==> src/rtl/controle_unidade_pkg.sv <==
// Shared constants and types for the main control decoder.
package controle_unidade_pkg;

  localparam int unsigned OP_BITS  = 3;
  localparam int unsigned ALU_BITS = 2;

  localparam logic [OP_BITS-1:0] OP_ADD  = 3'b000;
  localparam logic [OP_BITS-1:0] OP_ADDI = 3'b001;
  localparam logic [OP_BITS-1:0] OP_BEQ  = 3'b010;
  localparam logic [OP_BITS-1:0] OP_LW   = 3'b011;
  localparam logic [OP_BITS-1:0] OP_SW   = 3'b100;
  localparam logic [OP_BITS-1:0] OP_JUMP = 3'b101;
  localparam logic [OP_BITS-1:0] OP_SUB  = 3'b110;
  localparam logic [OP_BITS-1:0] OP_RSV  = 3'b111;

  localparam logic [ALU_BITS-1:0] ALU_ADD = 2'b00;
  localparam logic [ALU_BITS-1:0] ALU_SUB = 2'b01;

  // Full set of datapath strobes produced by the decoder.
  typedef struct packed {
    logic                halt;
    logic                addi;
    logic                jump;
    logic                beq;
    logic                dado_escrito;
    logic                acessar_memoria;
    logic                imediato;
    logic                escreve_memoria;
    logic                le_memoria;
    logic [ALU_BITS-1:0] operacao_ula;
    logic                escreve_registrador;
    logic                lw;
  } ctrl_t;

endpackage

==> src/rtl/controle_decod.sv <==
// Pure combinational opcode/LSB to control-strobe decoder.
module controle_decod
  import controle_unidade_pkg::*;
(
  input  logic [OP_BITS-1:0] opcode,
  input  logic               bit_menos_sig,
  output ctrl_t              ctrl
);

  // Map each opcode onto its strobe set; unlisted strobes stay 0.
  always_comb begin
    ctrl = '0;
    unique case (opcode)
      OP_ADD: begin
        if (bit_menos_sig) begin
          ctrl.halt = 1'b1;
        end else begin
          ctrl.escreve_registrador = 1'b1;
          ctrl.operacao_ula        = ALU_ADD;
        end
      end
      OP_ADDI: begin
        ctrl.addi                = 1'b1;
        ctrl.imediato            = 1'b1;
        ctrl.escreve_registrador = 1'b1;
        ctrl.operacao_ula        = ALU_ADD;
      end
      OP_BEQ: begin
        ctrl.beq          = 1'b1;
        ctrl.operacao_ula = ALU_SUB;
      end
      OP_LW: begin
        ctrl.lw                  = 1'b1;
        ctrl.le_memoria          = 1'b1;
        ctrl.acessar_memoria     = 1'b1;
        ctrl.imediato            = 1'b1;
        ctrl.dado_escrito        = 1'b1;
        ctrl.escreve_registrador = 1'b1;
        ctrl.operacao_ula        = ALU_ADD;
      end
      OP_SW: begin
        ctrl.escreve_memoria = 1'b1;
        ctrl.acessar_memoria = 1'b1;
        ctrl.imediato        = 1'b1;
        ctrl.operacao_ula    = ALU_ADD;
      end
      OP_JUMP: begin
        ctrl.jump = 1'b1;
      end
      OP_SUB: begin
        ctrl.escreve_registrador = 1'b1;
        ctrl.operacao_ula        = ALU_SUB;
      end
      OP_RSV: begin
        ctrl = '0;
      end
      default: begin
        ctrl = '0;
      end
    endcase
  end

endmodule

==> src/rtl/controle_unidade.sv <==
// Main control unit: combinational decode plus a sticky halted flop that
// freezes the datapath until reset.
module controle_unidade
  import controle_unidade_pkg::*;
#(
  parameter int unsigned OP_W    = 3,
  parameter int unsigned ALUOP_W = 2
) (
  input  logic               clk,
  input  logic               rst_n,
  input  logic [OP_W-1:0]    OPcode,
  input  logic               bit_menos_sig,
  output logic               halt,
  output logic               addi,
  output logic               jump,
  output logic               beq,
  output logic               dadoEscrito,
  output logic               acessarMemoria,
  output logic               imediato,
  output logic               escreveMemoria,
  output logic               leMemoria,
  output logic [ALUOP_W-1:0] operacaoULA,
  output logic               escreveRegistrador,
  output logic               lw
);

  ctrl_t dec;
  ctrl_t out_c;
  logic  halted_d;
  logic  halted_q;

  controle_decod u_decod (
    .opcode        (OPcode),
    .bit_menos_sig (bit_menos_sig),
    .ctrl          (dec)
  );

  // Halted becomes sticky once a halt is decoded.
  always_comb begin
    halted_d = halted_q | dec.halt;
  end

  // Halted flop, cleared asynchronously by reset.
  always_ff @(posedge clk or negedge rst_n) begin
    if (!rst_n) halted_q <= 1'b0;
    else        halted_q <= halted_d;
  end

  // Output gating: reset forces everything low (halt included); a halted
  // core shows only halt. rst_n gates combinationally so the drop is immediate.
  always_comb begin
    out_c = dec;
    if (!rst_n) begin
      out_c = '0;
    end else if (halted_q) begin
      out_c      = '0;
      out_c.halt = 1'b1;
    end
  end

  assign halt               = out_c.halt;
  assign addi               = out_c.addi;
  assign jump               = out_c.jump;
  assign beq                = out_c.beq;
  assign dadoEscrito        = out_c.dado_escrito;
  assign acessarMemoria     = out_c.acessar_memoria;
  assign imediato           = out_c.imediato;
  assign escreveMemoria     = out_c.escreve_memoria;
  assign leMemoria          = out_c.le_memoria;
  assign operacaoULA        = out_c.operacao_ula;
  assign escreveRegistrador = out_c.escreve_registrador;
  assign lw                 = out_c.lw;

endmodule

==> config.mk <==
export PLATFORM = sky130hd
export DESIGN_NAME = controle_unidade
export DESIGN_NICKNAME = d
export VERILOG_FILES = /design/src/rtl/controle_unidade_pkg.sv /design/src/rtl/controle_decod.sv /design/src/rtl/controle_unidade.sv
export SDC_FILE = /design/constraint.sdc
export NUM_CORES = 1
export LEC_CHECK = 0
export ABC_AREA = 1
export BUFFER_PORTS_ARGS = -buffer_cell sky130_fd_sc_hd__clkbuf_2
export CAP_MARGIN = 0
export CORE_AREA = 8 8 45 47
export CTS_CLUSTER_SIZE = 16
export DETAILED_ROUTE_END_ITERATION = 8
export DIE_AREA = 0 0 53 55
export PLACE_DENSITY = 0.49
export RECOVER_POWER = 50
export SLEW_MARGIN = 20
export SYNTH_ARGS = -nofsm -noshare
export SYNTH_HDL_FRONTEND = slang
export SYNTH_SLANG_ARGS = --single-unit
==> constraint.sdc <==
create_clock -name clk -period 1.29 [get_ports clk]
set_input_delay 0.129 -clock clk [delete_from_list [all_inputs] [get_ports clk]]
set_output_delay 0.129 -clock clk [all_outputs]
set_load 0.01 [all_outputs]
# == Yosys cells after proc, flatten, opt, wreduce, memory -nomap -nowiden ==
# Cells that the tools add are included.
# classes
n_addsub,0
n_mul,0
div_mod_pow,0
order_cmp,0
n_eq_ne,6
shift,0
mux,14
n_bitwise,1
reduce_logical,5
# op_table
operator,count
2-to-1 mux 13 bit,2
2-to-1 mux 1 bit,10
equality test 3 bit (second input constant),3
equality test 3 x 2 -> 1 bit (second input constant),2
OR reduction 3 bit,2
one-hot mux 1 bit (2 select lines),2
OR reduction 2 bit,2
equality test 3 x 1 -> 1 bit (second input constant),1
logical NOT 3 bit,1
OR 1 bit,1
# totals
reg_bits,1
latchBits,0
ram_bits,0
mem_bits_ro,0
inputBits,6
elab_cells,27
memories,0

# == Depth between registers and ports, before layout ==
# Gate-level depths: netlist of the first run.
# depth
depth_word,5
ltp_mapped,5
depth_no_buf,4

# == By module ==
# Synthesis of the first run repeated with hierarchy kept, for this count alone.
# hier_totals
cells_unflattened,57
hier_area_um2,302.8
# by_module_without_submodules
module,n_inst,cells_per_inst,area_each_um2,seq_area_each_um2
controle_unidade,1,32,181.4,25.0
controle_decod,1,25,121.4,0.0

# == Worst setup path before layout of the first run ==
# No wires, ideal clock.
# synth_timing
kind,reg-to-output
startpoint,register halted_q
endpoint,output port leMemoria
arrival_ns,0.892
required_ns,1.161
path_slack_ns,0.269
stages_incl_launch_ff,5
path_cell_list,dfrtp_1 -> nor2_4 -> nand3_2 -> inv_1 -> buf_4
# synth_via
elab_chain_cells,2
# synth_lines
item,line,text
"start, declared",controle_unidade.sv:30,logic halted_q;
"start signal, assigned",controle_unidade.sv:46,else halted_q <= halted_d;
2-to-1 mux 13 bit,controle_unidade.sv:55,end else if (halted_q) begin
2-to-1 mux 13 bit,controle_unidade.sv:53,if (!rst_n) begin
"end, declared",controle_unidade.sv:21,"output logic leMemoria,"
# No other way between the ends.

# == Worst setup path after layout of the first run ==
# layout_timing
startpoint,register halted_q
endpoint,output port jump
# layout_via
elab_chain_cells,2
# layout_lines
item,line,text
2-to-1 mux 13 bit,controle_unidade.sv:55,
2-to-1 mux 13 bit,controle_unidade.sv:53,
"end, declared",controle_unidade.sv:15,"output logic jump,"
# No other way between the ends.

==> parameters.txt, run 1 <==
Parameter                              Value

Setup path
  Worst Setup Start Kind    flip-flop
  Sort of element at the end of the critical path    output pin
  Arrival time at the worst endpoint    910 ps
  Setup slack, reg-to-reg    roughly 640 ps
  Top fanout value on the critical path    5
  Worst Path Class, Setup    reg -> out
  Data required time of the critical path    between 1000 and 1500 ps

Logic synthesis
  Simple-gate area share of the yosys netlist    just under 50%
  Adder-cell area share of the yosys netlist    0%
  Synth unique cells    16
  Share of Yosys cell area claimed by the top area cell type    12.50%
  Cells after synthesis    39
  Seq/Total Area, Yosys    around an eighth
  Synth Cell Area    between 200 and 250 um^2
  Most area-hungry cell type in the Yosys netlist    inv_1
  Synthesized Nets    45
  Average cell area after synthesis    around 5.4 um^2
  Register bit total from synthesis    1
  Top post-synthesis cells by area    inv_1, dfrtp_1, buf_4
  Total of warnings raised by yosys    0
  Parity-gate share of the synthesized area counting xor and xnor cells    0%
  Largest family of logic cells by synthesized area    simple AND/OR/NAND/NOR gates
  Share of cell area taken by muxes after synthesis    0%
  Compound-gate portion of the synthesized area    under 10%

Timing
  Top achievable clock speed    approximately 960 MHz
  Max-slew violation count    0
  Number of endpoints failing setup at the final stage    0
  Unrepaired setup endpoints after global routing    false
  Final critical-path required period    1043 ps
  Final worst path period share    80.83%
  Final hold vios    0
  Sum of negative setup slack    0 ps
  Fin Clk Skew    0 ps

GRT
  Maximum number of pins on one net before global-route repair    7
  Met2 Track Usage GR    9.375%
  Grt ovf    0
  Number of antenna violations at the first check in global routing    0
  Wire length of the first global-routing pass    ~1.1 mm
  Busiest layer in global routing    met2
  Met3 Resource Use GR    0.5348%
  Global-route track usage on met1    4.690%
  Overall fraction of global-route tracks in use    under 10%
  Number of global-route vias before repair    267

Hold path
  Worst min path class    in -> reg

Finish
  Number of flip-flops under the largest register name    1
  Post-layout instance count excluding filler cells    70
  Layout Area Growth over Synthesis    41.07%
  Most frequent cells in the layout    clkbuf_2, inv_1, nor2_1, nand2_1, clkbuf_1
  Leading cell type in the layout, fill and taps excluded    clkbuf_2
  Share of post-route cells with drive strength above 1    roughly 37%
  Multi-input gate area    around 120 um^2
  Count of fill cells added during filler insertion    between 150 and 200
  Layout net count    62
  Biggest register    halted_q
  Area taken by flip-flops and latches    25.02 um^2
  Largest registers    halted_q: 1 flops
  # diodes    0

Die
  Die Span Y    ~55 um
  Area of the core    between 0.001 and 0.0015 mm^2
  DIE WIDTH    around 53 um
  Site Rows    14
  Initial Utilization    around 15%
  Die outline area    between 0.002 and 0.003 mm^2
  # IOs    19

Place
  RePlAce Congestion    approximately 0.82
  Number of port buffers    17
  Number of placed cells counting well taps    a little under 70
  Detailed placer's ending HPWL    about 560 um

Outcome
  Outcome    finished clean

Route
  Final routed wire length divided by cell count    approximately 8.3 um
  Routed Wire Length    around 580 um
  Count of TritonRoute iterations in the first routing pass    2
  Number of routed nets with antenna violations    0
  Number of remaining DRC errors    0
  Total number of vias    265
  Detailed-route vias per instance    3.786
  Initial drt markers    1

CTS
  Postcts setup bufs    0
  Hold bufs inserted after CTS    1
  Register clock-pin slew on the reported worst setup and hold paths    0 ps
  Clock network latency to the later pin of the worst-skew pair    0 ps
  Resized cells post-CTS    0

Power and ir drop
  Areal power density over the cells    around 230 mW/mm^2
  Peak VDD IR    ~0.18 mV
  Static leakage power    just under 0.0002 uW

Run
  Maximum capacitance violations    0
-- worst max-delay path: stages (launching register included) --
cell and delay (ps):
dfrtp_1 380, nor2_4 160, nand2_1 70, nor3_1 140
clkbuf_2 160
-- layout make-up --
cell class	instances	area share (%)
timing repair buffer	18	29.96
sequential	1	8.439
tap	16	6.751
multi-input combinational	24	40.93
inverter	11	13.92
-- power breakdown --
part	switching (uW)	leakage, uW	total, uW	internal (uW)
Combinational	23.7	0.000188	36.7	13.0
Clock	0	0	0	0
Sequential	0	0.00000875	31.9	31.9
Total	23.7	0.000197	68.6	45.0
-- Yosys cell counts --
cell	count
clkinv_1	1
inv_2	3
nor2_2	1
nor3_1	1
nand2_1	6
a21oi_1	1
nor2_4	1
inv_1	7
conb_1	1
nand3_1	4
nand3_2	1
nor2_1	6
nand2_2	1
dfrtp_1	1
buf_4	3
a21oi_2	1
-- final timing paths --
check,start,end,cells past startpoint
max,halted_q,jump,4
min,bit_menos_sig,halted_q,5
max reg2reg,halted_q,halted_q,2
min reg2reg,halted_q,halted_q,2
max in group asynchronous,rst_n,halted_q,2
min in group asynchronous,rst_n,halted_q,2
-- metal layers --
layer,part of all wire [%],up-vias
li1,-,142
met1,35,116
met4,0,0
met3,7.4,0
met2,57,7
met5,0,-
-- through the flow --
step           area (um^2)  hold slack (ps)  power, uW  utilization [%]  worst slack, ps
6_report             296.5            457.8      68.65            21.43            247.3
5_1_grt              296.5            516.6      74.43            21.43            166.6
4_1_cts              302.8            461.8      69.87            21.88            227.5
2_1_floorplan        210.2           -166.6      51.96                -            269.4
3_3_place_gp         292.8           -74.96      67.76            21.16            229.1
3_5_place_dp         292.8           -73.69      67.48            21.16            226.4
-- kinds of logic (layout without fill, tap and decap cells) --
kind of cell | after synthesis | after routing
other | 1 | 1
DFF | 1 | 1
AOI/OAI and AO/OA | 2 | 2
buffers and inverters | 14 | 29
and+or+nand+nor | 21 | 21
(Power assumes the default switching activity.)
==> run 2, diff against run 1 <==
--- a/config.mk
+++ b/config.mk
@@ -12,7 +12,7 @@
 export CTS_CLUSTER_SIZE = 16
 export DETAILED_ROUTE_END_ITERATION = 8
 export DIE_AREA = 0 0 53 55
-export PLACE_DENSITY = 0.49
+export PLACE_DENSITY = 0.5
 export RECOVER_POWER = 50
 export SLEW_MARGIN = 20
 export SYNTH_ARGS = -nofsm -noshare
==> constraint.sdc (replaced) <==
create_clock -name clk -period 0.9 [get_ports clk]
set_input_delay 0.09 -clock clk [delete_from_list [all_inputs] [get_ports clk]]
set_output_delay 0.09 -clock clk [all_outputs]
set_load 0.01 [all_outputs]
==> run 2 against run 1 <==
The flow now finishes with violations (setup timing). Register-to-register slack lost 390 ps. Flip-flop and latch count is the same. Combinational power grew 71%. Clock skew is the same. First-iteration DRC count grew to 6.0 times the previous value. Global-route usage shrank 0.11 points. Cell count grew 1.4%. Final area grew 19%. Sequential power grew 44%. Worst setup slack lost 310 ps. Sequential share of layout area shrank 1.3 points. Power grew 58%. Highest routed layer unchanged.
==> parameters.txt, run 2 (synthesis results as in run 1) <==
Parameter                              Value

Outcome
  Outcome    finished with violations
  Violations in the final reports    setup timing

Place
  Number of placed cells counting well taps    70
  RePlAce Congestion    slightly below 0.8
  Detailed placer's ending HPWL    about 570 um
  Number of port buffers    17

Route
  Count of TritonRoute iterations in the first routing pass    3
  Routed Wire Length    between 600 and 700 um
  Initial drt markers    6
  Number of routed nets with antenna violations    0
  Detailed-route vias per instance    around 3.8
  Final routed wire length divided by cell count    between 8 and 9 um
  Total number of vias    270
  Number of remaining DRC errors    0

Setup path
  Worst Setup Start Kind    flip-flop
  Maximum single-stage delay on the critical path    approximately 380 ps
  Data required time of the critical path    roughly 800 ps
  Worst Path Class, Setup    reg -> out
  Sort of element at the end of the critical path    output pin
  Cell type group with the largest total delay on the critical path    flip-flops
  Crit-path slowest cell    dfrtp_1
  Critical path buffer and inverter count    1
  Top fanout value on the critical path    5
  Setup slack, reg-to-reg    between 200 and 300 ps
  CP cell instances    nor2_4 -> nand2_2 -> a21oi_2 -> clkbuf_2
  Arrival time at the worst endpoint    between 800 and 900 ps

Die
  Site Rows    14
  Area of the core    between 0.001 and 0.0015 mm^2
  # IOs    19
  Initial Utilization    about 15%
  DIE WIDTH    ~53 um
  Die Span Y    roughly 55 um
  Die outline area    0.002915 mm^2

Timing
  Number of endpoints failing setup at the final stage    9
  Final worst path period share    107.3%
  Fin Clk Skew    0 ps
  Final critical-path required period    about 970 ps
  Final worst-path setup slack    -65.94 ps
  Unrepaired setup endpoints after global routing    true
  Final hold slack    ~430 ps
  Final hold vios    0
  Top achievable clock speed    1035 MHz
  Max-slew violation count    0

Finish
  Biggest register    halted_q
  Number of flip-flops under the largest register name    1
  Share of post-route cells with drive strength above 1    about 56%
  Post-layout instance count excluding filler cells    between 70 and 80
  Layout net count    63
  # diodes    0
  Layout Area Growth over Synthesis    67.86%
  Most frequent cells in the layout    clkbuf_2, nand2_1, inv_1, nor2_1, inv_2
  Leading cell type in the layout, fill and taps excluded    clkbuf_2
  Final core utilization    ~25%
  Largest registers    halted_q: 1 flops

GRT
  Number of global-route vias before repair    262
  Number of antenna violations at the first check in global routing    0
  Grt ovf    0
  Maximum number of pins on one net before global-route repair    7
  Overall fraction of global-route tracks in use    under 10%
  Wire length of the first global-routing pass    around 1.0 mm

CTS
  Clock network latency to the later pin of the worst-skew pair    0 ps
  Register clock-pin slew on the reported worst setup and hold paths    0 ps

Power and ir drop
  Areal power density over the cells    307.8 mW/mm^2
  Static leakage power    roughly 0.00022 uW
  Design Power    108.6 uW
  Peak VDD IR    0.1873 mV

Hold path
  Worst min path class    in -> reg

Run
  Maximum capacitance violations    0
[run 2: area by class of cell]
type | count | area, um^2
multi-input combinational | 24 | 138.9
timing repair buffer | 19 | 127.6
fill | 175 | 1031
inverter | 11 | 41.29
tap | 16 | 20.02
sequential | 1 | 25.02
[run 2: timing repair]
| action | 4_1_cts | 5_1_grt |
|---|---|---|
| endpoints found under the setup margin | 10 | 12 |
| buffers inserted | 0 | 0 |
| hold endpoints to repair | 1 | 0 |
| hold buffers | 1 | 0 |
| resized for setup | 1 | 13 |
[run 2: metal layers]
| metal | track usage, % | up-vias | share of wire (%) |
|---|---|---|---|
| met5 | 0 | - | 0 |
| met4 | 0 | 0 | 0 |
| met3 | 0.8021 | 0 | 10 |
| met2 | 8.984 | 9 | 54 |
| met1 | 4.539 | 120 | 36 |
| li1 | - | 141 | - |
[run 2: metrics by stage]
| step | TNS (ps) | setup WS [ps] | area [um^2] |
|---|---|---|---|
| 2_1_floorplan | -25.81 | -12.90 | 215.2 |
| 3_3_place_gp | -344.2 | -64.35 | 305.3 |
| 3_5_place_dp | -516.0 | -87.58 | 305.3 |
| 4_1_cts | -533.4 | -81.94 | 320.3 |
| 5_1_grt | -1158 | -139.8 | 352.8 |
| 6_report | -427.7 | -65.94 | 352.8 |
[run 2: worst register-to-register path, delay by kind of cell, from the launching register on]
| kind | cells | cell delay, ps |
|---|---|---|
| DFF | 1 | 380 |
| and+or+nand+nor | 1 | 50 |
| buffers and inverters | 1 | 100 |
[run 2: final timing paths]
path                                from                 end  depth (start not counted)
min reg2reg                     halted_q            halted_q                          2
max                             halted_q  escreveRegistrador                          4
min                        bit_menos_sig            halted_q                          5
max in group asynchronous          rst_n            halted_q                          3
max reg2reg                     halted_q            halted_q                          2
min in group asynchronous          rst_n            halted_q                          3
[run 2: power breakdown]
part,total [uW],switching [uW],internal [uW]
combinational,62.8,38.9,23.9
sequential,45.8,0,45.8
clock,0,0,0
total,109,38.9,69.7
==> run 3, diff against run 2 <==
--- a/config.mk
+++ b/config.mk
@@ -9,11 +9,13 @@
 export BUFFER_PORTS_ARGS = -buffer_cell sky130_fd_sc_hd__clkbuf_2
 export CAP_MARGIN = 0
 export CORE_AREA = 8 8 45 47
+export CTS_BUF_LIST = sky130_fd_sc_hd__clkbuf_2 sky130_fd_sc_hd__clkbuf_4 sky130_fd_sc_hd__clkbuf_8
 export CTS_CLUSTER_SIZE = 16
 export DETAILED_ROUTE_END_ITERATION = 8
 export DIE_AREA = 0 0 53 55
 export PLACE_DENSITY = 0.5
 export RECOVER_POWER = 50
+export SKIP_LAST_GASP = 1
 export SLEW_MARGIN = 20
 export SYNTH_ARGS = -nofsm -noshare
 export SYNTH_HDL_FRONTEND = slang
==> run 3 against run 2 <==
The run still ends with setup timing left. Wire length shrank 1.5%. Cell count is the same. Sequential power is essentially flat. Critical path type unchanged.
==> parameters.txt, run 3 (synthesis results as in run 1) <==
Parameter                              Value

Timing
  Unrepaired setup endpoints after global routing    true
  Final hold vios    0
  Final worst path period share    107.5%
  Top achievable clock speed    1033 MHz
  Final hold slack    420.4 ps
  Final critical-path required period    around 970 ps
  Fin Clk Skew    0 ps
  Number of endpoints failing setup at the final stage    9
  Max-slew violation count    0
  Final worst-path setup slack    -67.68 ps
  Sum of negative setup slack    -436.5 ps

Hold path
  Hold Startpoint    bit_menos_sig
  Worst hold path depth    5
  Worst min path class    in -> reg
  Worst hold path endpoint    halted_q

GRT
  Global-route track usage on met1    under 10%
  Met3 Resource Use GR    less than 1%
  Wire length of the first global-routing pass    around 1.0 mm
  Maximum number of pins on one net before global-route repair    7
  Grt ovf    0
  Met2 Track Usage GR    8.984%
  Number of global-route vias before repair    about 260
  Number of antenna violations at the first check in global routing    0
  Overall fraction of global-route tracks in use    4.310%
  Busiest layer in global routing    met2

Finish
  Biggest register    halted_q
  Leading cell type in the layout, fill and taps excluded    clkbuf_2
  Largest registers    halted_q: 1 flops
  Share of post-route cells with drive strength above 1    between 50% and 60%
  Post-layout instance count excluding filler cells    between 70 and 80
  Number of flip-flops under the largest register name    1
  Count of fill cells added during filler insertion    approximately 170
  Multi-input gate area    ~130 um^2
  Area taken by flip-flops and latches    approximately 25 um^2
  Layout net count    63
  Layout Area Growth over Synthesis    64.29%
  # diodes    0
  Most frequent cells in the layout    clkbuf_2, nor2_1, nand2_1, inv_1, inv_2

Setup path
  Critical Path Start    halted_q
  Critical register-to-register path endpoint    halted_q
  Sort of element at the end of the critical path    output pin
  Data required time of the critical path    810 ps
  Worst Path Class, Setup    reg -> out
  R2R cell count    2
  Arrival time at the worst endpoint    roughly 900 ps
  Top fanout value on the critical path    5
  Worst Setup Start Kind    flip-flop
  Setup slack, reg-to-reg    250 ps
  Worst reg2reg startpoint    halted_q

Power and ir drop
  Areal power density over the cells    302.6 mW/mm^2
  Static leakage power    roughly 0.00022 uW
  Design Power    between 100 and 150 uW
  Peak VDD IR    about 0.19 mV

Place
  Number of port buffers    17
  RePlAce Congestion    0.7796
  Number of placed cells counting well taps    70
  Detailed placer's ending HPWL    574.5 um
  Placement Setup Slack    -87.58 ps

Die
  Initial Utilization    15.19%
  Die outline area    slightly below 0.003 mm^2
  Die Span Y    55 um
  # IOs    19
  Area of the core    approximately 0.0014 mm^2
  DIE WIDTH    ~53 um
  Site Rows    14

Route
  Final routed wire length divided by cell count    roughly 8.5 um
  Initial drt markers    3
  Routed Wire Length    about 600 um
  Number of routed nets with antenna violations    0
  Number of remaining DRC errors    0
  Count of TritonRoute iterations in the first routing pass    3
  Detailed-route vias per instance    between 3 and 4
  Total number of vias    between 200 and 300

CTS
  Clock network latency to the later pin of the worst-skew pair    0 ps
  Register clock-pin slew on the reported worst setup and hold paths    0 ps
  Postcts setup bufs    0

Outcome
  Violations in the final reports    setup timing
  Outcome    finished with violations

Run
  Maximum capacitance violations    0
==> run 3: worst max-delay path by stage <==
stage	endpoint	slack, ps	cells after the start
finish	escreveRegistrador	-70	4
global route	jump	-140	4
global placement	escreveRegistrador	-60	4
floorplan	leMemoria	-10	4
CTS	escreveRegistrador	-80	4
detailed placement	imediato	-90	4
==> run 3: timing repair <==
| action | in CTS | in global routing |
|---|---|---|
| setup endpoints to repair | 10 | 12 |
| endpoints found under the hold margin | 1 | 0 |
| hold buffers | 1 | 0 |
| resized for setup | 1 | 10 |
==> run 3: worst max-delay path: stages (launching register included) <==
cell and delay (ps):
dfrtp_1 380, nor2_4 150, nand2_2 90, a21oi_2 110, clkbuf_2 140
==> run 3: power by group <==
part	total (uW)	switching, uW	internal [uW]
clock	0	0	0
sequential	45.8	0	45.8
combinational	58.7	36.1	22.7
==> run 3: cell type report <==
type | instances | share of cell area (%)
Timing Repair Buffer | 19 | 36.96
Multi-Input combinational cell | 24 | 38.04
Sequential cell | 1 | 7.246
Inverter | 11 | 11.96
Tap cell | 16 | 5.797
==> run 3: layer usage <==
layer / vias to the layer above / part of all wire, %
li1: 141 / -
met1: 117 / 35
met2: 9 / 54
met3: 0 / 10
met4: 0 / 0
met5: - / 0
==> run 3: metrics by stage <==
step                util [%]  area (um^2)
detailed placement     22.06        305.3
CTS                    23.15        320.3
global route           24.95        345.3
floorplan                  -        215.2
global placement       22.06        305.3
finish                 24.95        345.3
